$ cat src/rtl/cluster_step_capture.sv
// cluster_step_capture
//    Holds the architectural state of a cluster and advances it one step at
//    a time. After a start, the combinational output-bit modules get
//    SETTLE_CYC cycles to settle. Their outputs (cluster_o) are then captured
//    into state_q. Steps can be single-shot or continuous. A stall holds the
//    capture, and a stop abandons the step.
//
// Ports
//    clk         single clock, rising edge
//    rst_n       asynchronous active-low reset
//    cluster_o   next-state bits from the output-bit modules
//    init_load   load init_value into state_q (IDLE only)
//    init_value  initial architectural state
//    start       begin stepping (IDLE only)
//    run         1 = continuous stepping, 0 = single step
//    stop        abort stepping (SETTLE/CAPTURE only)
//    stall       hold the capture while high
//    state_q     registered state
//    busy        high in SETTLE or CAPTURE
//    step_done   one-cycle pulse per committed capture
//    step_cnt    committed captures since reset or init_load
//
// state    | meaning
// ---------+-------------------------------------------------------------
// IDLE     | waiting for init_load or start
// SETTLE   | settle_cnt counts down SETTLE_CYC cycles while cluster_o settles
// CAPTURE  | commit cluster_o into state_q unless stalled or stopped

module cluster_step_capture #(
   parameter int OUT_W      = 128,
   parameter int SETTLE_CYC = 3,
   parameter int CNT_W      = 32
) (
   input  logic             clk,
   input  logic             rst_n,
   input  logic [OUT_W-1:0] cluster_o,
   input  logic             init_load,
   input  logic [OUT_W-1:0] init_value,
   input  logic             start,
   input  logic             run,
   input  logic             stop,
   input  logic             stall,
   output logic [OUT_W-1:0] state_q,
   output logic             busy,
   output logic             step_done,
   output logic [CNT_W-1:0] step_cnt
);

   typedef enum logic [1:0] {
      ST_IDLE    = 2'd0,
      ST_SETTLE  = 2'd1,
      ST_CAPTURE = 2'd2
   } fsm_t;

   localparam logic [3:0] SETTLE_LOAD = 4'(SETTLE_CYC - 1);

   fsm_t             fsm_q, fsm_d;
   logic [3:0]       settle_cnt_q, settle_cnt_d;
   logic [OUT_W-1:0] state_d;
   logic [CNT_W-1:0] step_cnt_q, step_cnt_d;
   logic             step_done_q, step_done_d;

   always_ff @(posedge clk or negedge rst_n) begin
      if (!rst_n) begin
         fsm_q        <= ST_IDLE;
         settle_cnt_q <= '0;
         state_q      <= '0;
         step_cnt_q   <= '0;
         step_done_q  <= 1'b0;
      end else begin
         fsm_q        <= fsm_d;
         settle_cnt_q <= settle_cnt_d;
         state_q      <= state_d;
         step_cnt_q   <= step_cnt_d;
         step_done_q  <= step_done_d;
      end
   end

   always_comb begin
      fsm_d        = fsm_q;
      settle_cnt_d = settle_cnt_q;
      state_d      = state_q;
      step_cnt_d   = step_cnt_q;
      step_done_d  = 1'b0;

      case (fsm_q)
         ST_IDLE: begin
            // init_load wins over a start in the same cycle
            if (init_load) begin
               state_d    = init_value;
               step_cnt_d = '0;
            end else if (start) begin
               fsm_d        = ST_SETTLE;
               settle_cnt_d = SETTLE_LOAD;
            end
         end

         ST_SETTLE: begin
            if (stop) begin
               fsm_d = ST_IDLE;
            end else if (settle_cnt_q == 4'd0) begin
               fsm_d = ST_CAPTURE;
            end else begin
               settle_cnt_d = settle_cnt_q - 4'd1;
            end
         end

         ST_CAPTURE: begin
            // stop beats the capture; a stall holds everything in place
            if (stop) begin
               fsm_d = ST_IDLE;
            end else if (!stall) begin
               state_d     = cluster_o;
               step_cnt_d  = step_cnt_q + CNT_W'(1);
               step_done_d = 1'b1;
               if (run) begin
                  fsm_d        = ST_SETTLE;
                  settle_cnt_d = SETTLE_LOAD;
               end else begin
                  fsm_d = ST_IDLE;
               end
            end
         end

         default: fsm_d = ST_IDLE;
      endcase
   end

   assign busy      = (fsm_q != ST_IDLE);
   assign step_done = step_done_q;
   assign step_cnt  = step_cnt_q;

endmodule

$ cat config.mk
export PLATFORM = sky130hd
export DESIGN_NAME = cluster_step_capture
export DESIGN_NICKNAME = d
export VERILOG_FILES = /design/src/rtl/cluster_step_capture.sv
export SDC_FILE = /design/constraint.sdc
export NUM_CORES = 1
export LEC_CHECK = 0
export ABC_AREA = 1
export CAP_MARGIN = 20
export CORE_AREA = 2 2 167 169
export DETAILED_ROUTE_END_ITERATION = 12
export DIE_AREA = 0 0 169 171
export GPL_ROUTABILITY_DRIVEN = 0
export PLACE_DENSITY_LB_ADDON = 0.05
export SYNTH_ARGS = -nofsm -noshare
export SYNTH_HDL_FRONTEND = slang
export SYNTH_SLANG_ARGS = --single-unit
$ cat constraint.sdc
create_clock -name clk -period 3.05 [get_ports clk]
set_input_delay 0.305 -clock clk [delete_from_list [all_inputs] [get_ports clk]]
set_output_delay 0.305 -clock clk [all_outputs]
set_load 0.05 [all_outputs]
# After elaboration in Yosys (flattened, before gate mapping)
# Index checks and enable logic that the tools add are counted.
[totals]
in_bits = 263
output_inout_bits = 162
elab_cells = 54
register_bits = 167
[op_classes]
add_sub_neg = 2
mux = 27
n_reduce_logical = 8
eq_ne = 12
[ops]
columns = ["cell", "count"]
rows = [
  ["two-way mux 128 bit", 3],
  ["one-hot mux 128 bit (2 select lines)", 1],
  ["two-way mux 32 bit", 3],
  ["one-hot mux 32 bit (2 select lines)", 1],
  ["adder 32 x 1 -> 32 bit, second input constant", 1],
  ["two-way mux 4 bit", 7],
  ["!= test 2 bit, second input constant", 8],
  ["two-way mux 2 bit", 6],
  ["one-hot mux 4 bit (3 select lines)", 1],
  ["AND reduction 4 bit", 2],
  ["AND reduction 8 bit", 1],
  ["!= test 3 bit, second input constant", 2],
  ["one-hot mux 2 bit (3 select lines)", 1],
  ["zero test 4 bit", 1],
  ["two-way mux 1 bit", 4],
  ["nonzero test 2 bit", 2],
  ["subtractor 4 x 1 -> 4 bit, second input constant", 1],
  ["nonzero test 3 bit", 1],
  ["equality test 2 x 1 -> 1 bit, second input constant", 1],
  ["equality test 2 bit, second input constant", 1],
  ["zero test 2 bit", 1],
]

# Longest topological paths before layout
[logic_depth]
depth_word = 4
mapped_depth = 10
mapped_depth_nobuf = 10

# Worst setup path before layout
# OpenSTA, ideal clock, no wires.
[synth_path]
path_type = "register -> register"
start = "reg step_cnt_q[0] (netlist: step_cnt[0])"
end = "reg step_cnt_q[26] (netlist: step_cnt[26])"
arrival_ns = 1.749
required_ns = 2.929
path_buffers = 0
stages_incl_launch_ff = 9
slack_ns = 1.180
setup_time_ns = 0.121
period_less_slack_ns = 1.870
path_cell_list = "dfrtp_1 -> ha_1 -> nand3_1 -> nor2_1 -> nand3_1 -> nor2_1 -> nand3_1 -> nand2_1 -> nor2_1"
[synth_via]
elab_chain_cells = 4
[synth_rtl]
columns = ["element", "line", "rtl"]
rows = [
  ["from (decl)", "60", "logic [CNT_W-1:0] step_cnt_q, step_cnt_d;"],
  ["from (signal assigned)", "74", "step_cnt_q <= step_cnt_d;"],
  ["adder 32 x 1 -> 32 bit", "114", "step_cnt_d = step_cnt_q + CNT_W'(1);"],
  ["two-way mux 32 bit", "112", "end else if (!stall) begin"],
  ["two-way mux 32 bit", "110", "if (stop) begin"],
  ["one-hot mux 32 bit (2 select lines)", "86", "case (fsm_q)"],
]
# Every way passes these cells. The select of a mux whose other input is x is not followed.
# A chain may end at the register's enable or synchronous reset.

# Final worst setup path
[layout_path]
start = "reg fsm_q[1]"
end = "out busy"
[layout_via]
elab_chain_cells = 1
[layout_rtl]
columns = ["element", "line", "rtl"]
rows = [
  ["from (decl)", "57", "fsm_t fsm_q, fsm_d;"],
  ["from (signal assigned)", "71", "fsm_q <= fsm_d;"],
  ["nonzero test 2 bit", "129", "assign busy = (fsm_q != ST_IDLE);"],
  ["to (decl)", "44", "output logic busy,"],
]
# Every way passes these cells.

==> flow_metrics.py <==
metrics = {
    "timing": {
        "slew_viol_final": 0,
        "clock-skew-final_ns": 0.0132,
        "fin_setup_tns_ns": 0,
        "rsz0062_at_grt": "false",
        "final.min_clock_period_ns": 2.15,
        "worst_pin_slew_ns": 0.694,
        "fmax_ghz": 0.464,
        "relSlewSlack_pct": 53.7,
        "hold_viol": 0,
        "period_share_pct": 70.6,
        "setup_violations": 0,
    },
    "clock_network": {
        "cts.path.max_buffers": 2,
        "clk_latency_ns": 0.42,
        "ctsResizeCount": 0,
        "clk_pin_slew_ns": 0.07,
        "cts_tree": "done",
        "post-cts-setup-buffer-count": 0,
        "cts.sink_count": 167,
        "ctsRootBufferMaster": "clkbuf_16",
        "htreeDepth": 4,
        "cts_made_buffers": 17,
    },
    "route": {
        "via_count": 8465,
        "firstDrtPassIters": 5,
        "postRouteAntennaNets": 0,
        "routed_wl_um": 31700,
        "wl_per_cell_um": 17.6,
        "via_per_inst": 4.70,
        "drc": 0,
        "drtIter0Drc": 476,
    },
    "logic_synthesis": {
        "netlist_top_cells_count": "nand2_1, nor2_1, dfrtp_1",
        "syn_area_per_cell_um2": 7.72,
        "ys_ff_latch": 167,
        "synth_top_area_share_pct": 51.8,
        "ys_warn_count": 0,
        "synth_top_area_cell": "dfrtp_1",
        "yosysSeqAreaShare_pct": 51.8,
        "synth-edff-count": 0,
        "ys.flop_type": "dfrtp_1",
        "netlist_area_um2": 8070,
        "synth_cell_types": 27,
        "syn-num-nets": 1311,
        "synth-async-reset-ratio_pct": 100,
        "synth_cells": 1045,
        "synth_area_leaders": "dfrtp_1, nand2_1, a31oi_1",
        "yosysMostFrequentCell": "nand2_1",
    },
    "grt": {
        "busiest_layer": "met2",
        "grt_util_met3_pct": 7.73,
        "grt_use_met1_pct": 26.3,
        "grt_pass1_wl_um": 48200,
        "grt-ovfl-total": 0,
        "grt_pass1_vias": 8253,
        "grt_usage_pct": 21.9,
        "grt_max_degree": 140,
        "antenna_found_initial": 5,
        "grt.met2_usage_pct": 37.2,
    },
    "place": {
        "hpwl_um": 23200,
        "io_buffers": 424,
        "placed_cells": 1765,
    },
    "final_layout": {
        "fill_cells": 2741,
        "layout.cells.non_filler": 1801,
        "fin_nets": 1705,
        "seq_area_um2": 4180,
        "drive_gt1_share_pct": 3.58,
        "area_delta_synth_final_pct": 64.0,
        "final_util_pct": 48.5,
        "multi_input_area_um2": 3480,
    },
    "worst_setup_path": {
        "cp_num_buf_inv": 2,
        "reg2reg_to": "state_q[69]$_DFFE_PN0P_",
        "crit_path_start_kind": "register",
        "reg2regPathDepth": 6,
        "cp_top_family": "buffers and inverters",
        "r2r-start": "fsm_q[1]$_DFFE_PN0P_",
        "crit_chain": "nor2_1 -> inv_1 -> clkdlybuf4s50_1",
        "crit_required_ns": 2.74,
        "r2r_slack_ns": 0.95,
        "cp_max_fo": 4,
        "crit_type": "register to output pin",
        "crit_path_end_kind": "output pin",
        "worstPathArrival_ns": 1.85,
        "cp_slowest_stage_delay_ns": 0.72,
        "cpMaxStageDelayCell": "clkdlybuf4s50_1",
    },
    "die": {
        "fp.dieArea_um2": 28900,
        "core_area_um2": 27300,
        "initial_core_util_pct": 29.5,
        "die_x_um": 169,
        "ioPinCount": 425,
        "die_h_um": 171,
        "num_rows": 61,
    },
    "power": {
        "p_per_area_nw_per_um2": 1010,
        "ir_worst_vdd_mv": 0.500,
        "leakage_uw": 0.00545,
    },
    "hold_path": {
        "hp-class": "input port to async pin",
    },
    "flow_run": {
        "drv_cap": 0,
    },
    "status": {
        "outcome": "completed",
    },
}
metal layers:
metal  up-vias  part of all wire, %
met4         2                  1.4
li1       4209                    -
met3        32                  8.5
met1      3905                   41
met2       317                   49
met5         -                0.038
cells in the final DEF, fill, tap and decap left out, drive strengths merged, types with 11 or more instances in the layout:
cell           Yosys  layout
nand4             11      11
dfrtp            167     167
a21oi             12      12
inv               34      38
clkdlybuf4s50      0     423
nand2            377     377
nor2             198     198
clkbuf            19      19
nand3             27      27
buf               41      11
a31oi            128     128
metrics by stage:
| step | cell area [µm²] | hold slack [ns] | worst slack [ns] | power [µW] |
|---|---|---|---|---|
| 2_1_floorplan | 8070 | 0.00941 | 1.18 | 8440 |
| 3_3_place_gp | 12600 | 0.285 | 0.879 | 11200 |
| 3_5_place_dp | 12600 | 0.284 | 0.844 | 11200 |
| 4_1_cts | 13200 | 0.393 | 0.851 | 13600 |
| 5_1_grt | 13200 | 0.426 | 0.747 | 14100 |
| 6_report | 13200 | 0.383 | 0.896 | 13400 |
worst max-delay path by stage:
stage                                  from                       end  slack [ns]  cells after the start
global placement                  init_load    state_q[0]$_DFFE_PN0P_        0.88                      6
finish                 fsm_q[1]$_DFFE_PN0P_                      busy        0.90                      3
detailed placement                init_load    state_q[0]$_DFFE_PN0P_        0.84                      6
CTS                    fsm_q[1]$_DFFE_PN0P_                      busy        0.85                      3
global route           fsm_q[1]$_DFFE_PN0P_   state_q[66]$_DFFE_PN0P_        0.75                      6
floorplan           step_cnt[0]$_DFFE_PN0P_  step_cnt[26]$_DFFE_PN0P_        1.18                      8
kinds of logic (layout without fill, tap and decap cells):
family	Yosys count	after routing	share of synthesized area [%]
and+or+nand+nor	622	622	30.2
adders and majority gates	3	3	0.465
other	0	4	0
buffers and inverters	94	500	5.24
xor gates and xnor gates	6	6	0.651
AOI/OAI and AO/OA	153	153	11.6
DFF	167	167	51.8
state kept, by name (all words and copies together) (netlist names):
register	cells
state_q	128
step_cnt	32
settle_cnt_q	4
fsm_q	2
step_done	1
report_power, final:
group          leakage [µW]  internal (µW)  switching, µW
logic               0.00322           2460           5080
clock network      0.000279           1300            962
registers           0.00195           3100            489
timing repair:
| item | in CTS | in global routing |
|---|---|---|
| endpoints found under the hold margin | 43 | 0 |
| hold buffers | 1 | 0 |
| setup endpoints to repair | 0 | 0 |
final cells by class:
class                   count  area share, %
inverters                  34          0.964
clock inverters            12           1.26
flip-flops and latches    167           31.6
well taps                 346           3.27
repair buffers            435           33.3
diodes                      4         0.0756
multi-input cells         784           26.3
clock buffers              19           3.27
Note: power is estimated with default switching activity, not from simulation.
